### config.mk
export PLATFORM = sky130hd
export DESIGN_NAME = adf4350_spi_writer_flat
export DESIGN_NICKNAME = d
export VERILOG_FILES = /design/src/rtl/adf_pkg.sv /design/src/rtl/adf4350_spi_writer_if.sv /design/src/rtl/adf4350_spi_writer.sv /design/src/flat_wrapper.sv
export SDC_FILE = /design/constraint.sdc
export NUM_CORES = 1
export LEC_CHECK = 0
export ABC_AREA = 0
export CORE_ASPECT_RATIO = 0.6
export CORE_MARGIN = 2
export CORE_UTILIZATION = 40
export DETAILED_ROUTE_END_ITERATION = 12
export GPL_TIMING_DRIVEN = 0
export REMOVE_ABC_BUFFERS = 1
export SYNTH_ARGS = -nofsm -noshare
export SYNTH_HDL_FRONTEND = slang
export SYNTH_SLANG_ARGS = --single-unit
### constraint.sdc
create_clock -name CLK -period 2.2 [get_ports CLK]
set_input_delay 0.44 -clock CLK [delete_from_list [all_inputs] [get_ports CLK]]
set_output_delay 0.44 -clock CLK [all_outputs]
set_load 0.02 [all_outputs]
### src/rtl/adf_pkg.sv
// Shared definitions for the ADF4350 serial write path: FSM state encoding,
// register word width and the ADF4350 control-bit codes.
package adf_pkg;

  localparam int ADF_WORD_W = 32;

  typedef enum logic [2:0] {
    IDLE  = 3'd0,
    SETUP = 3'd1,
    HIGH  = 3'd2,
    TAIL  = 3'd3,
    LATCH = 3'd4,
    GAP   = 3'd5
  } adf_state_e;

  localparam logic [2:0] REG0 = 3'd0;
  localparam logic [2:0] REG1 = 3'd1;
  localparam logic [2:0] REG2 = 3'd2;
  localparam logic [2:0] REG3 = 3'd3;
  localparam logic [2:0] REG4 = 3'd4;
  localparam logic [2:0] REG5 = 3'd5;

  // Largest of three cycle counts; sizes the shared timed-state counter.
  function automatic int adf_max3(input int a, input int b, input int c);
    int m;
    m = a;
    if (b > m) begin
      m = b;
    end else begin
      m = m;
    end
    if (c > m) begin
      m = c;
    end else begin
      m = m;
    end
    return m;
  endfunction

endpackage

### src/rtl/adf4350_spi_writer_if.sv
// Word handshake between the ADF register sequencer (master) and the serial
// write engine (slave). ADF_SPI_DUAL_EN adds the TARGET select.
interface adf4350_spi_writer_if;

  logic [adf_pkg::ADF_WORD_W-1:0] WORD;
  logic                           WORD_VALID;
  logic                           WORD_READY;

`ifdef ADF_SPI_DUAL_EN
  logic TARGET;

  modport master (output WORD, output WORD_VALID, output TARGET, input WORD_READY);
  modport slave  (input WORD, input WORD_VALID, input TARGET, output WORD_READY);
`else
  modport master (output WORD, output WORD_VALID, input WORD_READY);
  modport slave  (input WORD, input WORD_VALID, output WORD_READY);
`endif

endinterface

### src/rtl/adf4350_spi_writer.sv
// ADF4350 serial write engine: shifts one 32-bit word MSB-first on D_CLK/D_OUT,
// then pulses D_LE. Define ADF_SPI_DUAL_EN for a second (LO) output triplet.
module adf4350_spi_writer
  import adf_pkg::*;
#(
  parameter int CLK_DIV    = 5,
  parameter int LE_WIDTH   = 4,
  parameter int GAP_CYCLES = 8
) (
  input  logic                      CLK,
  input  logic                      RST,
  adf4350_spi_writer_if.slave       bus,
  output logic                      D_CLK,
  output logic                      D_OUT,
  output logic                      D_LE,
`ifdef ADF_SPI_DUAL_EN
  output logic                      LO_D_CLK,
  output logic                      LO_D_OUT,
  output logic                      LO_D_LE,
`endif
  output logic                      BUSY,
  output logic                      DONE
);

  localparam int CNT_W = $clog2(adf_max3(CLK_DIV, LE_WIDTH, GAP_CYCLES)) + 1;
  localparam logic [CNT_W-1:0] DIV_LOAD = CNT_W'(CLK_DIV - 1);
  localparam logic [CNT_W-1:0] LE_LOAD  = CNT_W'(LE_WIDTH - 1);
  localparam logic [CNT_W-1:0] GAP_LOAD = CNT_W'((GAP_CYCLES > 0) ? (GAP_CYCLES - 1) : 0);
  localparam logic [CNT_W-1:0] CNT_ONE  = CNT_W'(1'b1);

  adf_state_e              state_r, state_s;
  logic [CNT_W-1:0]        cnt_r, cnt_s;
  logic [ADF_WORD_W-1:0]   shreg_r, shreg_s;
  logic [4:0]              bit_r, bit_s;
  logic                    ready_r, ready_s;
  logic                    busy_r, busy_s;
  logic                    done_r, done_s;
  logic                    dclk_s, dout_s, dle_s;
  logic                    rf_dclk_r, rf_dclk_s;
  logic                    rf_dout_r, rf_dout_s;
  logic                    rf_dle_r, rf_dle_s;
  logic                    cnt_zero_s;
`ifdef ADF_SPI_DUAL_EN
  logic                    tgt_r, tgt_s;
  logic                    lo_dclk_r, lo_dclk_s;
  logic                    lo_dout_r, lo_dout_s;
  logic                    lo_dle_r, lo_dle_s;
`endif

  assign cnt_zero_s = (cnt_r == {CNT_W{1'b0}});

  // Next-state and next-output decode; outputs are computed from the next state
  // so that the registered pins line up with the state they describe.
  always_comb begin
    state_s = state_r;
    cnt_s   = cnt_r;
    shreg_s = shreg_r;
    bit_s   = bit_r;
    ready_s = 1'b0;
    busy_s  = 1'b1;
    done_s  = 1'b0;
    dclk_s  = 1'b0;
    dle_s   = 1'b0;
`ifdef ADF_SPI_DUAL_EN
    tgt_s   = tgt_r;
`endif
    case (state_r)
      IDLE: begin
        if (bus.WORD_VALID) begin
          state_s = SETUP;
          cnt_s   = DIV_LOAD;
          shreg_s = bus.WORD;
          bit_s   = 5'd31;
`ifdef ADF_SPI_DUAL_EN
          tgt_s   = bus.TARGET;
`endif
        end else begin
          ready_s = 1'b1;
          busy_s  = 1'b0;
        end
      end
      SETUP: begin
        if (cnt_zero_s) begin
          state_s = HIGH;
          cnt_s   = DIV_LOAD;
          dclk_s  = 1'b1;
        end else begin
          cnt_s   = cnt_r - CNT_ONE;
        end
      end
      HIGH: begin
        if (cnt_zero_s) begin
          cnt_s = DIV_LOAD;
          if (bit_r == 5'd0) begin
            state_s = TAIL;
          end else begin
            state_s = SETUP;
            shreg_s = {shreg_r[ADF_WORD_W-2:0], 1'b0};
            bit_s   = bit_r - 5'd1;
          end
        end else begin
          cnt_s  = cnt_r - CNT_ONE;
          dclk_s = 1'b1;
        end
      end
      TAIL: begin
        if (cnt_zero_s) begin
          state_s = LATCH;
          cnt_s   = LE_LOAD;
          dle_s   = 1'b1;
        end else begin
          cnt_s   = cnt_r - CNT_ONE;
        end
      end
      LATCH: begin
        if (cnt_zero_s) begin
          done_s = 1'b1;
          if (GAP_CYCLES > 0) begin
            state_s = GAP;
            cnt_s   = GAP_LOAD;
          end else begin
            state_s = IDLE;
            ready_s = 1'b1;
            busy_s  = 1'b0;
          end
        end else begin
          cnt_s = cnt_r - CNT_ONE;
          dle_s = 1'b1;
        end
      end
      GAP: begin
        if (cnt_zero_s) begin
          state_s = IDLE;
          ready_s = 1'b1;
          busy_s  = 1'b0;
        end else begin
          cnt_s   = cnt_r - CNT_ONE;
        end
      end
      default: begin
        state_s = IDLE;
        ready_s = 1'b1;
        busy_s  = 1'b0;
      end
    endcase

    // D_OUT holds the current MSB from SETUP through LATCH, zero otherwise.
    if ((state_s == SETUP) || (state_s == HIGH) || (state_s == TAIL) || (state_s == LATCH)) begin
      dout_s = shreg_s[ADF_WORD_W-1];
    end else begin
      dout_s = 1'b0;
    end

`ifdef ADF_SPI_DUAL_EN
    rf_dclk_s = dclk_s & ~tgt_s;
    rf_dout_s = dout_s & ~tgt_s;
    rf_dle_s  = dle_s  & ~tgt_s;
    lo_dclk_s = dclk_s & tgt_s;
    lo_dout_s = dout_s & tgt_s;
    lo_dle_s  = dle_s  & tgt_s;
`else
    rf_dclk_s = dclk_s;
    rf_dout_s = dout_s;
    rf_dle_s  = dle_s;
`endif
  end

  // State, datapath and output registers with synchronous active-low reset.
  always_ff @(posedge CLK) begin
    if (!RST) begin
      state_r   <= IDLE;
      cnt_r     <= {CNT_W{1'b0}};
      shreg_r   <= {ADF_WORD_W{1'b0}};
      bit_r     <= 5'd0;
      ready_r   <= 1'b0;
      busy_r    <= 1'b0;
      done_r    <= 1'b0;
      rf_dclk_r <= 1'b0;
      rf_dout_r <= 1'b0;
      rf_dle_r  <= 1'b0;
`ifdef ADF_SPI_DUAL_EN
      tgt_r     <= 1'b0;
      lo_dclk_r <= 1'b0;
      lo_dout_r <= 1'b0;
      lo_dle_r  <= 1'b0;
`endif
    end else begin
      state_r   <= state_s;
      cnt_r     <= cnt_s;
      shreg_r   <= shreg_s;
      bit_r     <= bit_s;
      ready_r   <= ready_s;
      busy_r    <= busy_s;
      done_r    <= done_s;
      rf_dclk_r <= rf_dclk_s;
      rf_dout_r <= rf_dout_s;
      rf_dle_r  <= rf_dle_s;
`ifdef ADF_SPI_DUAL_EN
      tgt_r     <= tgt_s;
      lo_dclk_r <= lo_dclk_s;
      lo_dout_r <= lo_dout_s;
      lo_dle_r  <= lo_dle_s;
`endif
    end
  end

  assign bus.WORD_READY = ready_r;
  assign BUSY           = busy_r;
  assign DONE           = done_r;
  assign D_CLK          = rf_dclk_r;
  assign D_OUT          = rf_dout_r;
  assign D_LE           = rf_dle_r;
`ifdef ADF_SPI_DUAL_EN
  assign LO_D_CLK       = lo_dclk_r;
  assign LO_D_OUT       = lo_dout_r;
  assign LO_D_LE        = lo_dle_r;
`endif

endmodule

### src/flat_wrapper.sv
// flat-port wrapper written by rule: the top's interface ports become plain ports
module adf4350_spi_writer_flat import adf_pkg::*;
#(
  parameter int CLK_DIV    = 5,
  parameter int LE_WIDTH   = 4,
  parameter int GAP_CYCLES = 8
)
  (CLK, RST, D_CLK, D_OUT, D_LE, BUSY, DONE, bus_WORD, bus_WORD_VALID, bus_WORD_READY);
  adf4350_spi_writer_if bus_i ();
  input  logic CLK;
  input  logic RST;
  output logic D_CLK;
  output logic D_OUT;
  output logic D_LE;
  output logic BUSY;
  output logic DONE;
  input wire logic [$bits(bus_i.WORD)-1:0] bus_WORD;
  input wire logic [$bits(bus_i.WORD_VALID)-1:0] bus_WORD_VALID;
  output wire logic [$bits(bus_i.WORD_READY)-1:0] bus_WORD_READY;
  assign bus_i.WORD = bus_WORD;
  assign bus_i.WORD_VALID = bus_WORD_VALID;
  assign bus_WORD_READY = bus_i.WORD_READY;
  adf4350_spi_writer #(.CLK_DIV(CLK_DIV), .LE_WIDTH(LE_WIDTH), .GAP_CYCLES(GAP_CYCLES)) u_core (.CLK(CLK), .RST(RST), .bus(bus_i), .D_CLK(D_CLK), .D_OUT(D_OUT), .D_LE(D_LE), .BUSY(BUSY), .DONE(DONE));
endmodule
==> impl_metrics.yaml, run 1 <==
status:
  status: "completed"
timing:
  grt_setup_unrepaired: "false"
  fmax_ghz: 0.505
  period_share_pct: 90.1
  fin_crit_ps: 1980
  hold_violations: 0
  worstMarginPinSlew_ps: 755
  final.setup_skew_ps: 5.24
  finalSetupViolCount: 0
  relSlewSlack_pct: 49.7
  setup_tns_ps: 0
  report.final.slew_viol_count: 0
pwr:
  power_density_mw_per_mm2: 1200
  p_sw_mw: 1.33
  power.share.clock_pct: 18.1
  irDropWorstVdd_mv: 0.480
  leakage_nw: 1.05
  p_sw_share_pct: 37.4
  seq_power_share_pct: 37.7
  p_total_mw: 3.56
  p_int_mw: 2.22
  comb_power_share_pct: 44.2
clock_tree:
  numCtsBuffers: 5
  clkSinkCount: 50
  clockBufferDepth: 2
  hold_buffers: 0
  clock_latency_ps: 300
  htree_levels: 2
  cts.clk_slew.worst_paths_ps: 90
  cts_root_buffer: "clkbuf_8"
  cts_tree: "built"
placement:
  post_dp_cell_area_mm2: 0.00275
  portBuffers: 40
  hpwl_mm: 3.13
  place.gp.congestion: 0.845
finish:
  areaGrowthSynthToFinish_pct: 28.3
  final_common_cell: "dfxtp_1"
  final_area_mm2: 0.00298
  antennaDiodeCount: 0
  drive_above_1_share_pct: 9.18
  multiInputGateArea_mm2: 0.00125
  fin_nets: 332
  fillers: 538
  final_cell_mix: "dfxtp_1, nand2_1, clkdlybuf4s50_1, a21boi_1, a22oi_1"
  seqCellArea_mm2: 0.00100
drt:
  drt-total-wl_mm: 5.19
  drc: 0
  drt-initial-drc-count: 110
  wl_per_cell_um: 13.9
  drtPass1Iterations: 4
  viasPerCell: 5.24
  ant_nets: 0
  vias: 1961
yosys:
  syn_inst: 259
  ys_ff_latch: 50
  postSynth.asyncResetShare_pct: 0
  synth_area_leaders: "dfxtp_1, a21boi_1, a22oi_1"
  synth-main-ff-cell: "dfxtp_1"
  synth_top_area_share_pct: 43.1
  ys_warn_count: 0
  synth_edf_count: 0
  yosysSeqAreaShare_pct: 43.1
  syn_area_per_cell_um2: 8.96
  synth_top_area_cell: "dfxtp_1"
  syn-cell-area_mm2: 0.00232
  synth.distinct_cells: 45
setup_path:
  path_cells: "nor3b_4 -> and3_4 -> mux2i_1 -> a21oi_1"
  worstSetupEndpointType: "register"
  path_class: "reg2reg"
  cp.arrival_ps: 2170
  critPathSlowestCell: "dfxtp_1"
  reg2reg_depth: 4
  worstSetupStartpointType: "register"
  r2r_end: "u_core.D_OUT"
  crit_required_ps: 2390
  reg2reg_slack_ps: 220
  crit_fanout: 20
  max_stage_delay_ps: 640
  timing.rr.start: "u_core.state_r[1]"
floorplan:
  ios: 41
  die_y_um: 63.0
  dieArea_mm2: 0.00644
  start_util_pct: 41.4
  coreArea_mm2: 0.00560
  rows: 21
  die_x_um: 102
global_routing:
  grt_pass1_vias: 1768
  grt_first_pass_wirelength_mm: 8.69
  grtUsageTotal_pct: 17.1
  grt_overflow: 0
  grt_max_degree: 50
  antenna_found_initial: 0
worst_hold_path:
  hold_path_depth: 2
  min_from: "u_core.shreg_r[1]"
  hold_path.class: "reg2reg"
  hold-path-endpoint: "u_core.shreg_r[1]"
job:
  maxCapViolations: 0
[worst max-delay path, delay by kind of cell (launching register included)]
family           cells  cell delay, ps
AND/OR/NAND/NOR      2             900
AO/OA/AOI/OAI        1              90
flip-flops           1             640
multiplexers         1             260
[registers in the layout (all words and copies together), names as in the netlist]
name and cells:
u_core.bit_r 5, u_core.BUSY 1, u_core.shreg_r 32, u_core.D_CLK 1, u_core.DONE 1, u_core.D_LE 1
u_core.state_r 3, u_core.bus.WORD_READY 1, u_core.cnt_r 4, u_core.D_OUT 1
[worst max path at each step]
stage	from	end	slack [ps]	cells after the start
floorplan	u_core.state_r[2]	u_core.shreg_r[9]	-940	4
global placement	bus_WORD_VALID	u_core.shreg_r[22]	-3050	5
detailed placement	bus_WORD_VALID	u_core.shreg_r[7]	-500	7
CTS	u_core.state_r[2]	u_core.shreg_r[10]	50	6
global route	u_core.state_r[2]	u_core.shreg_r[15]	50	6
finish	u_core.state_r[1]	u_core.D_OUT	220	4
[cell usage after synthesis (2+ instances only)]
cell type,count
nand3_1,4
o21ai_0,4
inv_1,5
ha_1,4
buf_2,11
o211ai_1,2
a211o_1,2
a21boi_0,2
nand2_1,41
or3_1,2
and3_1,3
o21a_1,6
nor3b_1,2
dfxtp_1,50
clkbuf_1,11
and2_1,2
o31ai_1,2
a22oi_1,30
a21boi_1,31
nor2_1,5
nor3_1,4
nor2b_1,2
xnor2_1,2
a21oi_1,11
[final cells by class]
| cell class | count | share of cell area (%) |
|---|---|---|
| clock buffer | 6 | 2.44 |
| tap | 80 | 3.36 |
| sequential | 50 | 33.6 |
| timing repair buffer | 48 | 16.5 |
| multi-input combinational | 183 | 42.1 |
| inverter | 5 | 0.631 |
| clock inverter | 2 | 1.26 |
[power by group through the flow]
stage               clock network (mW)  logic (mW)  registers, mW
floorplan                            0       0.887           1.32
global placement                     0        1.23           1.34
detailed placement                   0        1.29           1.35
CTS                              0.667        1.36           1.33
global route                     0.711        1.75           1.38
finish                           0.643        1.57           1.34
[cell families after synthesis]
kind of cell,after synthesis,synth area share (%)
AOI/OAI and AO/OA,96,30.2
and+or+nand+nor,78,17.9
DFF,50,43.1
buffers and inverters,28,5.45
adders and majority gates,4,2.16
xor gates and xnor gates,2,0.755
muxes,1,0.432
[timing repair]
action | in CTS | in global routing
gates cloned | 2 | 0
resized for setup | 1 | 3
pin swaps | 1 | 1
setup buffers | 1 | 5
setup endpoints to repair | 33 | 24
[per-layer routing]
layer	GRT usage (%)	routed length [µm]	vias up
li1	-	-	1007
met1	25.8	2810	920
met2	24.4	2170	32
met3	3.80	190	2
met4	4.00	19	0
met5	0	0	-
[through the flow]
step                      setup WS, ps  hold WS (ps)  util, %  cells
after global routing              48.6           482     53.2    374
after global placement           -3050           440     48.5    356
after detailed placement          -503           447     49.2    358
after CTS                         51.3           460     51.7    369
final                              219           458     53.2    374
after floorplan                   -940           435        -    236
Power figures use the tool's default switching activity.
==> inputs of run 2 (changes only) <==
SLEW_MARGIN = 20   (was unset)
==> run 2 against run 1 <==
Combinational power down 5%. Global-route usage down 0.44 points. Sequential share of layout area up 0.37 points. Clock power down 13%. First-iteration DRC count up 18%. Maximum frequency down 4.7%. Highest routed layer unchanged. Critical path depth up 5. Utilization down 0.45 points. Largest power group unchanged.
==> impl_metrics.yaml, run 2 (synthesized netlist as in run 1, its figures left out) <==
status:
  status: "completed"
finish:
  drive_above_1_share_pct: 10.2
  post-route-util_pct: 52.7
  largest-register: "u_core.shreg_r"
  top_regs: "u_core.shreg_r x32, u_core.bit_r x5, u_core.cnt_r x4"
  final_area_mm2: 0.00295
  areaGrowthSynthToFinish_pct: 27.2
  final_cell_mix: "dfxtp_1, nand2_1, clkdlybuf4s50_1, a21boi_1, a22oi_1"
  antennaDiodeCount: 0
  fin_nets: 332
  final_common_cell: "dfxtp_1"
  fillers: 533
  largest_register_ffs: 32
placement:
  post_dp_cell_area_mm2: 0.00279
  hpwl_mm: 3.31
  place.gp.congestion: 0.845
  pre_cts_ws_ps: -364
  portBuffers: 40
floorplan:
  die_y_um: 63.0
  coreArea_mm2: 0.00560
  rows: 21
  dieArea_mm2: 0.00644
  start_util_pct: 41.4
  die_x_um: 102
  ios: 41
timing:
  fin_crit_ps: 2080
  worst_slack_ps: 120
  finalSetupViolCount: 0
  relSlewSlack_pct: 68.2
  report.final.slew_viol_count: 0
  final.setup_skew_ps: 8.60
  worstMarginPinSlew_ps: 477
  period_share_pct: 94.5
  fmax_ghz: 0.481
  grt_setup_unrepaired: "false"
  hold_violations: 0
drt:
  drt-initial-drc-count: 130
  vias: 1951
  viasPerCell: 5.22
  ant_nets: 0
  drt-total-wl_mm: 5.19
  drc: 0
  drtPass1Iterations: 4
  wl_per_cell_um: 13.9
global_routing:
  grtUsageTotal_pct: 16.6
  grt_max_degree: 43
  grt_first_pass_wirelength_mm: 8.57
  grt_overflow: 0
  antenna_found_initial: 0
  grt_pass1_vias: 1785
pwr:
  power.share.clock_pct: 16.5
  comb_power_share_pct: 43.9
  p_int_mw: 2.10
  p_sw_mw: 1.29
  p_sw_share_pct: 38.1
  seq_power_share_pct: 39.6
  leakage_nw: 1.05
  p_total_mw: 3.39
  irDropWorstVdd_mv: 0.428
  power_density_mw_per_mm2: 1150
job:
  maxCapViolations: 0
setup_path:
  worstSetupEndpointType: "register"
  worstSetupStartpointType: "input port"
  crit_family: "buffers and inverters"
  crit_required_ps: 2390
  crit_top_cell: "buf_8"
  cp_num_buf_inv: 5
  path_cells: "clkdlybuf4s50_1 -> nor4b_4 -> buf_4 -> buf_8 -> buf_6 -> a31oi_4 -> buf_8 -> nand2_1 -> a21boi_0"
  crit_fanout: 17
  path_class: "in2reg"
  cp.arrival_ps: 2270
  max_stage_delay_ps: 510
  critPathSlowestCell: "clkdlybuf4s50_1"
clock_tree:
  clockBufferDepth: 2
  htree_levels: 2
  hold_buffers: 0
  cts.clk_slew.worst_paths_ps: 90
  cts_tree: "built"
  clkSinkCount: 50
  numCtsBuffers: 5
  clock_latency_ps: 300
  cts_root_buffer: "clkbuf_8"
worst_hold_path:
  hold_path.class: "in2reg"
## run 2: changes by cell type in the layout (fill, tap and decap cells not counted), sizes merged
| cell | change |
|---|---|
| bufinv | -1 |
| a31oi | -1 |
| clkinv | +1 |
| buf | +1 |
## run 2: through the flow
stage	TNS, ps	hold slack, ps	cells
floorplan	-31730	435	236
global placement	-109430	440	356
detailed placement	-7670	445	361
CTS	0	455	371
global route	0	456	374
finish	0	451	374
## run 2: layout make-up
cell class / instances / area [µm²] / area share (%)
Inverter: 5 / 18.8 / 0.636
Sequential cell: 50 / 1000 / 34.0
Clock buffer: 6 / 82.6 / 2.80
Timing Repair Buffer: 49 / 507 / 17.2
Clock inverter: 2 / 12.5 / 0.424
Tap cell: 80 / 100 / 3.39
Multi-Input combinational cell: 182 / 1230 / 41.6
## run 2: path summary, 6_finish.rpt
kind                      startpoint                  to  slack (ps)  cells after the start
hold / removal                   RST     u_core.bit_r[0]         450                      2
hold reg to reg   u_core.shreg_r[18]  u_core.shreg_r[18]         460                      2
setup / recovery      bus_WORD_VALID   u_core.shreg_r[9]         120                      9
setup reg to reg   u_core.state_r[1]   u_core.shreg_r[9]         220                      8
## run 2: repair_timing
item	in CTS	in global routing
gates cloned	1	0
pin swaps	1	0
buffers inserted	1	3
resized for setup	3	1
endpoints found under the setup margin	19	11
## run 2: layer usage
layer / routed length [µm] / track usage (%) / up-vias
met2: 2210 / 24.3 / 27
met5: 0 / 0 / -
li1: - / - / 1005
met4: 48 / 4.50 / 0
met3: 189 / 3.47 / 7
met1: 2740 / 24.6 / 912
## run 2: power groups by stage
stage | logic [mW] | registers (mW) | clock network (mW)
floorplan | 0.887 | 1.32 | 0
global placement | 1.23 | 1.34 | 0
detailed placement | 1.34 | 1.36 | 0
CTS | 1.41 | 1.34 | 0.579
global route | 1.66 | 1.38 | 0.612
finish | 1.49 | 1.34 | 0.559
